==> config.mk <==
export PLATFORM = sky130hd
export DESIGN_NAME = if_fetch_stage
export DESIGN_NICKNAME = d
export VERILOG_FILES = /design/src/rtl/if_fetch_pkg.sv /design/src/rtl/if_id_reg.sv /design/src/rtl/if_fetch_stage.sv
export SDC_FILE = /design/constraint.sdc
export NUM_CORES = 1
export LEC_CHECK = 0
export ABC_AREA = 1
export ABC_CLOCK_PERIOD_IN_PS = 4600
export BUFFER_PORTS_ARGS = -buffer_cell sky130_fd_sc_hd__clkbuf_2
export CAP_MARGIN = 10
export CORE_ASPECT_RATIO = 1.2
export CORE_UTILIZATION = 57
export DETAILED_ROUTE_END_ITERATION = 12
export PLACE_DENSITY = 0.81
export SYNTH_ARGS = -nofsm -noshare
export SYNTH_HDL_FRONTEND = slang
export SYNTH_HIERARCHICAL = 1
export SYNTH_SLANG_ARGS = --single-unit
==> constraint.sdc <==
create_clock -name i_clk -period 4.6 [get_ports i_clk]
set_clock_uncertainty 0.15 [all_clocks]
set_input_delay 0.46 -clock i_clk [delete_from_list [all_inputs] [get_ports i_clk]]
set_output_delay 0.46 -clock i_clk [all_outputs]
set_load 0.01 [all_outputs]
==> src/rtl/if_fetch_pkg.sv <==
// Shared types and constants for the instruction-fetch stage.
package if_fetch_pkg;

  typedef enum logic [1:0] {
    StIdle = 2'd0,
    StReq  = 2'd1,
    StHold = 2'd2
  } fetch_state_e;

  localparam logic [31:0] PC_INC      = 32'd4;
  localparam logic [31:0] DEFAULT_NOP = 32'h0000_0000;

  function automatic logic [31:0] align_pc(input logic [31:0] pc);
    return {pc[31:2], 2'b00};
  endfunction

endpackage

==> src/rtl/if_id_reg.sv <==
// IF/ID pipeline register: redirect/flush kill it, stall holds it, otherwise it loads or empties.
module if_id_reg
  import if_fetch_pkg::*;
#(
  parameter logic [31:0] NOP_INST = DEFAULT_NOP
) (
  input  logic        i_clk,
  input  logic        i_rst,
  input  logic        i_redirect,
  input  logic        i_flush,
  input  logic        i_hold,
  input  logic        i_load,
  input  logic [31:0] i_inst,
  input  logic [31:0] i_pc,
  output logic        o_valid,
  output logic [31:0] o_inst,
  output logic [31:0] o_pc,
  output logic [31:0] o_pc_plus4
);

  logic        r_valid;
  logic [31:0] r_inst;
  logic [31:0] r_pc;
  logic [31:0] r_pc_plus4;

  always_ff @(posedge i_clk or negedge i_rst) begin
    if (!i_rst) begin
      r_valid    <= 1'b0;
      r_inst     <= NOP_INST;
      r_pc       <= 32'h0;
      r_pc_plus4 <= 32'h0;
    end else if (i_redirect || i_flush) begin
      r_valid <= 1'b0;
      r_inst  <= NOP_INST;
    end else if (!i_hold) begin
      if (i_load) begin
        r_valid    <= 1'b1;
        r_inst     <= i_inst;
        r_pc       <= i_pc;
        r_pc_plus4 <= i_pc + PC_INC;
      end else begin
        r_valid <= 1'b0;
      end
    end
  end

  assign o_valid    = r_valid;
  assign o_inst     = r_inst;
  assign o_pc       = r_pc;
  assign o_pc_plus4 = r_pc_plus4;

endmodule

==> src/rtl/if_fetch_stage.sv <==
// Instruction-fetch stage: PC, req/ack fetch FSM, redirect kill logic, hold buffer and IF/ID.
// Optional performance counters are built when IF_PERF_CNT_EN is defined.
module if_fetch_stage
  import if_fetch_pkg::*;
#(
  parameter logic [31:0] RESET_PC = 32'h0000_0000,
  parameter logic [31:0] NOP_INST = DEFAULT_NOP
) (
  input  logic        i_clk,
  input  logic        i_rst,
  output logic        o_imem_req,
  output logic [31:0] o_imem_addr,
  input  logic        i_imem_ack,
  input  logic [31:0] i_imem_rdata,
  input  logic        i_stall,
  input  logic        i_flush,
  input  logic        i_redirect,
  input  logic [31:0] i_redirect_pc,
  output logic        o_id_valid,
  output logic [31:0] o_id_inst,
  output logic [31:0] o_id_pc,
  output logic [31:0] o_id_pc_plus4,
  output logic        o_fetch_busy
`ifdef IF_PERF_CNT_EN
  ,
  output logic [31:0] o_perf_fetch_cnt,
  output logic [31:0] o_perf_stall_cnt
`endif
);

  fetch_state_e r_state;
  logic         r_req;
  logic [31:0]  r_pc;
  logic         r_kill;
  logic [31:0]  r_kill_pc;
  logic [31:0]  r_hold_inst;
  logic [31:0]  r_hold_pc;

  logic         w_fire;
  logic [31:0]  w_target;
  logic         w_id_valid;
  logic         w_id_hold;
  logic         w_load;
  logic [31:0]  w_load_inst;
  logic [31:0]  w_load_pc;

  assign w_fire    = r_req & i_imem_ack;
  assign w_target  = align_pc(i_redirect_pc);
  // Stalling an empty IF/ID is meaningless, so it only holds when it contains something.
  assign w_id_hold = i_stall & w_id_valid;

  always_comb begin
    w_load      = 1'b0;
    w_load_inst = i_imem_rdata;
    w_load_pc   = r_pc;
    case (r_state)
      StReq: begin
        w_load = w_fire & ~i_redirect & ~r_kill & ~w_id_hold;
      end
      StHold: begin
        w_load      = ~i_redirect & ~i_stall;
        w_load_inst = r_hold_inst;
        w_load_pc   = r_hold_pc;
      end
      default: w_load = 1'b0;
    endcase
  end

  always_ff @(posedge i_clk or negedge i_rst) begin
    if (!i_rst) begin
      r_state     <= StIdle;
      r_req       <= 1'b0;
      r_pc        <= RESET_PC;
      r_kill      <= 1'b0;
      r_kill_pc   <= 32'h0;
      r_hold_inst <= NOP_INST;
      r_hold_pc   <= 32'h0;
    end else begin
      case (r_state)
        StIdle: begin
          r_state <= StReq;
          r_req   <= 1'b1;
          if (i_redirect) r_pc <= w_target;
        end
        StReq: begin
          if (i_redirect) begin
            // The in-flight address must stay stable, so defer the target until the ack.
            if (w_fire) begin
              r_pc   <= w_target;
              r_kill <= 1'b0;
            end else begin
              r_kill    <= 1'b1;
              r_kill_pc <= w_target;
            end
          end else if (w_fire) begin
            if (r_kill) begin
              r_pc   <= r_kill_pc;
              r_kill <= 1'b0;
            end else begin
              r_pc <= r_pc + PC_INC;
              if (w_id_hold) begin
                r_hold_inst <= i_imem_rdata;
                r_hold_pc   <= r_pc;
                r_state     <= StHold;
                r_req       <= 1'b0;
              end
            end
          end
        end
        StHold: begin
          if (i_redirect) begin
            r_pc    <= w_target;
            r_state <= StReq;
            r_req   <= 1'b1;
          end else if (!i_stall) begin
            r_state <= StReq;
            r_req   <= 1'b1;
          end
        end
        default: begin
          r_state <= StIdle;
          r_req   <= 1'b0;
        end
      endcase
    end
  end

  if_id_reg #(
    .NOP_INST (NOP_INST)
  ) u_if_id_reg (
    .i_clk      (i_clk),
    .i_rst      (i_rst),
    .i_redirect (i_redirect),
    .i_flush    (i_flush),
    .i_hold     (w_id_hold),
    .i_load     (w_load),
    .i_inst     (w_load_inst),
    .i_pc       (w_load_pc),
    .o_valid    (w_id_valid),
    .o_inst     (o_id_inst),
    .o_pc       (o_id_pc),
    .o_pc_plus4 (o_id_pc_plus4)
  );

  assign o_id_valid   = w_id_valid;
  assign o_imem_req   = r_req;
  assign o_imem_addr  = r_pc;
  assign o_fetch_busy = (r_state == StReq);

`ifdef IF_PERF_CNT_EN
  logic [31:0] r_perf_fetch_cnt;
  logic [31:0] r_perf_stall_cnt;

  always_ff @(posedge i_clk or negedge i_rst) begin
    if (!i_rst) begin
      r_perf_fetch_cnt <= 32'h0;
      r_perf_stall_cnt <= 32'h0;
    end else begin
      if (w_load && !i_flush) r_perf_fetch_cnt <= r_perf_fetch_cnt + 32'd1;
      if (w_id_hold)          r_perf_stall_cnt <= r_perf_stall_cnt + 32'd1;
    end
  end

  assign o_perf_fetch_cnt = r_perf_fetch_cnt;
  assign o_perf_stall_cnt = r_perf_stall_cnt;
`endif

endmodule

==> run_results.csv <==
group,metric,value,unit
place,dp_hpwl,20300,microns
sta,setup_viol_count_final,0,
job,max-cap-violations,0,
sta,worst-slew-pin-transition,1.14,ns
sta,rsz0062_at_grt,"false",
drt,drc,0,
clock_tree,htree_levels,1,
power,p_per_area,585,mW/mm^2
global_routing,groute.usage.overall,28.4,%
min_path,min_path_type,"input pin to flip-flop",
synthesis,synth_area_leaders,"sky130_fd_sc_hd__dfrtp_1 48%, sky130_fd_sc_hd__nand2_1 16%, sky130_fd_sc_hd__o21ai_0 7.2%, sky130_fd_sc_hd__nand3_1 5.2%, sky130_fd_sc_hd__inv_1 4.8%",
clock_tree,postCtsHoldBufs,1,
synthesis,post_synth_instance_area,0.0115,sq mm
synthesis,synthesis.area_per_instance,7.47,sq um
sta,min_period_over_period,75.1,%
power,vdd.ir_drop.worst,377,uV
place,placed_cell_area,0.0125,sq mm
power,p_comb_share,39.3,%
drt,postRouteAntennaNets,0,
synthesis,synth-seq-cells,221,
power,switching_power,0.00327,W
drt,routed_wl,29300,microns
clock_tree,path_clk_slew,0.06,ns
synthesis,synth_commonest_cells,"481 x sky130_fd_sc_hd__nand2_1, 221 x sky130_fd_sc_hd__dfrtp_1, 167 x sky130_fd_sc_hd__o21ai_0",
worst_setup_path,worstPathMaxFanout,128,
clock_tree,cts_resized,0,
synthesis,ys_async_sr_fraction,100,%
worst_setup_path,critPathKind,"flip-flop to flip-flop",
floorplan,io_pins,201,
synthesis,yosysUniqueCellTypes,39,
synthesis,synth-seq-area-share,47.9,%
floorplan,design.core.area,0.0197,sq mm
power,power_switching_share,41.9,%
global_routing,grt_pass1_wl,47400,microns
power,seqPwrFrac,36.7,%
finish,regArea,0.00553,sq mm
floorplan,start_util,58.6,%
sta,hold_viol,0,
global_routing,grt_pass1_vias,9625,
place,io_buffers,196,
floorplan,floorplan.die_area,0.0208,sq mm
clock_tree,clock-sinks,221,
synthesis,instance_count_of_the_mapped_netlist,1545,
finish,final.fill_count,1660,
worst_setup_path,critical_path.endpoint_type,"flip-flop",
clock_tree,worst_skew_pair.late_latency,0.52,ns
finish,multi_input_area,0.00503,sq mm
synthesis,count_of_synthesis_stage_warnings_from_yosys,6,
sta,timing.final.crit_period,3.46,ns
clock_tree,cts_buffer_depth,3,
clock_tree,tritoncts.num_buffers,23,
worst_setup_path,crit_buf_inv,3,
finish,final_net_count,1779,
worst_setup_path,critical_path.max_stage_delay,0.89,ns
drt,detail_route.vias_per_cell,5.33,
worst_setup_path,cp.required,4.89,ns
run_status,run_status,"finished clean",
global_routing,globalRouteOverflowTotal,0,
worst_setup_path,critPathArrivalTime,3.75,ns
sta,hold-worst-slack,0.0498,ns
worst_setup_path,cp_cell_sequence,"inv_1 > ha_4 > nand2_1 > a21boi_0 > inv_1 > nor2_1 > nand2_2 > buf_4 > nor2_1 > nand3_1 > nand3_1",
power,internal_power,0.00454,W
drt,detail_route.first_pass.iterations,5,
floorplan,die_width,132,microns
global_routing,grt_antenna_before_repair,0,
clock_tree,post_cts.repair.setup_buffers,0,
sta,timing.setup.tns,0,ns
global_routing,grt_max_degree,129,
place,dp.cells,1938,
synthesis,synth_area_leader_cell,"sky130_fd_sc_hd__dfrtp_1",
clock_tree,tritoncts,"done",
worst_setup_path,critPathSlowestCell,"sky130_fd_sc_hd__ha_4",
finish,total_non_filler_cell_area_in_the_finished_layout,0.0133,sq mm
synthesis,netlist.area_leader.share,47.9,%
finish,n_antenna_cell,0,
finish,final_core_utilization,67.8,%
place,gp_congestion,0.929,
synthesis,number_of_flops_mapped_to_enable_cells_by_yosys,0,
drt,drt_iter0_markers,1008,
clock_tree,clk_root_buffer_cell,"sky130_fd_sc_hd__clkbuf_16",
worst_setup_path,critical_path.startpoint_type,"flip-flop",
floorplan,die_outline_height,158,microns
sta,worst_slew_margin_relative_to_its_limit,24.1,%
sta,timing_max_transition_violations_final,0,
floorplan,rows,56,
finish,finish.cell_count_without_fillers,1982,
power,clockPowerShare,23.9,%
finish,drive_gt1_share,17.0,%
synthesis,synthMostInstantiatedCell,"sky130_fd_sc_hd__nand2_1",
finish,syn_to_final_growth,15.6,%
sta,fmaxAchievable,289,MHz
power,cellLeakagePower,6.91,nW
synthesis,synth-main-ff-cell,"sky130_fd_sc_hd__dfrtp_1",
drt,vias,10600,
drt,routed_wire_length_per_instance,14.8,microns
worst_setup_path,cpLargestDelayFamily,"simple AND/OR/NAND/NOR gates",
[power groups by stage]
| stage | Combinational, W | Clock, W | Sequential [W] |
|---|---|---|---|
| after floorplan | 0.00195 | 0 | 0.00295 |
| after global placement | 0.00296 | 0 | 0.00287 |
| after detailed placement | 0.00303 | 0 | 0.00289 |
| after CTS | 0.00306 | 0.00190 | 0.00286 |
| after global routing | 0.00346 | 0.00197 | 0.00293 |
| final | 0.00307 | 0.00187 | 0.00287 |
[through the flow]
stage | total power, W | setup WS (ns)
2_1_floorplan | 0.00490 | 2.17
3_3_place_gp | 0.00583 | 1.25
3_5_place_dp | 0.00592 | 1.19
5_1_grt | 0.00837 | 0.798
6_report | 0.00781 | 1.14
4_1_cts | 0.00782 | 1.13
[state kept, by name (all words and copies together), names as in the netlist]
register / flops
o_imem_req: 1
r_hold_pc: 30
u_if_id_reg/o_pc_plus4: 30
o_imem_addr: 30
u_if_id_reg/o_pc: 32
u_if_id_reg/o_inst: 32
r_kill: 1
r_hold_inst: 32
r_kill_pc: 30
u_if_id_reg/o_valid: 1
r_state: 2
[layout by cell type (no fill, tap or decap), types with 4 or more instances in the layout]
cell type and instances:
sky130_fd_sc_hd__nand2_1 481, sky130_fd_sc_hd__dfrtp_1 221, sky130_fd_sc_hd__clkbuf_2 195, sky130_fd_sc_hd__o21ai_0 167, sky130_fd_sc_hd__nor2_1 149, sky130_fd_sc_hd__inv_1 149
sky130_fd_sc_hd__nand3_1 119, sky130_fd_sc_hd__a21oi_1 81, sky130_fd_sc_hd__clkbuf_16 23, sky130_fd_sc_hd__nor2_2 13, sky130_fd_sc_hd__nor2_4 12, sky130_fd_sc_hd__nand2_2 10
sky130_fd_sc_hd__o21ai_1 9, sky130_fd_sc_hd__buf_4 9, sky130_fd_sc_hd__o211ai_1 8, sky130_fd_sc_hd__xor2_1 8, sky130_fd_sc_hd__clkbuf_8 8, sky130_fd_sc_hd__a22oi_1 6
sky130_fd_sc_hd__clkbuf_1 6, sky130_fd_sc_hd__mux2_2 4, sky130_fd_sc_hd__ha_1 4, sky130_fd_sc_hd__conb_1 4
[final cells by class]
class                   instances  share of cell area (%)
flip-flops and latches        221                    41.4
clock buffers                  37                    5.31
well taps                     261                    2.45
clock inverters                 5                   0.431
repair buffers                208                    8.36
inverters                     152                    4.33
multi-input cells            1098                    37.7
[kinds of logic (layout without fill, tap and decap cells)]
logic type,after synthesis,in the layout,synth area share (%)
muxes,4,4,0.390
other,1,4,0.0325
adders and majority gates,5,5,0.542
AOI/OAI and AO/OA,279,279,12.6
and+or+nand+nor,797,797,29.0
xor gates and xnor gates,9,9,0.683
DFF,221,221,47.9
buffers and inverters,229,402,8.82
[path summary, 6_finish.rpt]
path | cells past startpoint | endpoint | slack, ns | start
max in group asynchronous | 3 | r_kill_pc[9] | 2.76 | i_rst
setup / recovery | 11 | u_if_id_reg/o_pc_plus4[24] | 1.14 | r_state[0]
setup reg to reg | 11 | u_if_id_reg/o_pc_plus4[24] | 1.14 | r_state[0]
min in group asynchronous | 2 | r_hold_inst[24] | 0.42 | i_rst
hold reg to reg | 2 | u_if_id_reg/o_pc[12] | 0.33 | u_if_id_reg/o_pc[12]
hold / removal | 3 | r_kill_pc[18] | 0.05 | i_redirect_pc[18]
[tightest hold or removal path, cell delays in order]
cell and delay (ns):
sky130_fd_sc_hd__clkbuf_2 0.08, sky130_fd_sc_hd__inv_1 0.05, sky130_fd_sc_hd__o21ai_0 0.08
[per-layer routing]
metal / up-vias / wire length (microns) / global-route usage (%)
met3: 61 / 1960 / 4.48
met5: - / 0 / 0
met4: 0 / 944 / 11.6
met2: 371 / 13500 / 45.2
li1: 5217 / - / -
met1: 4910 / 13000 / 39.1
Power figures use the tool's default switching activity.
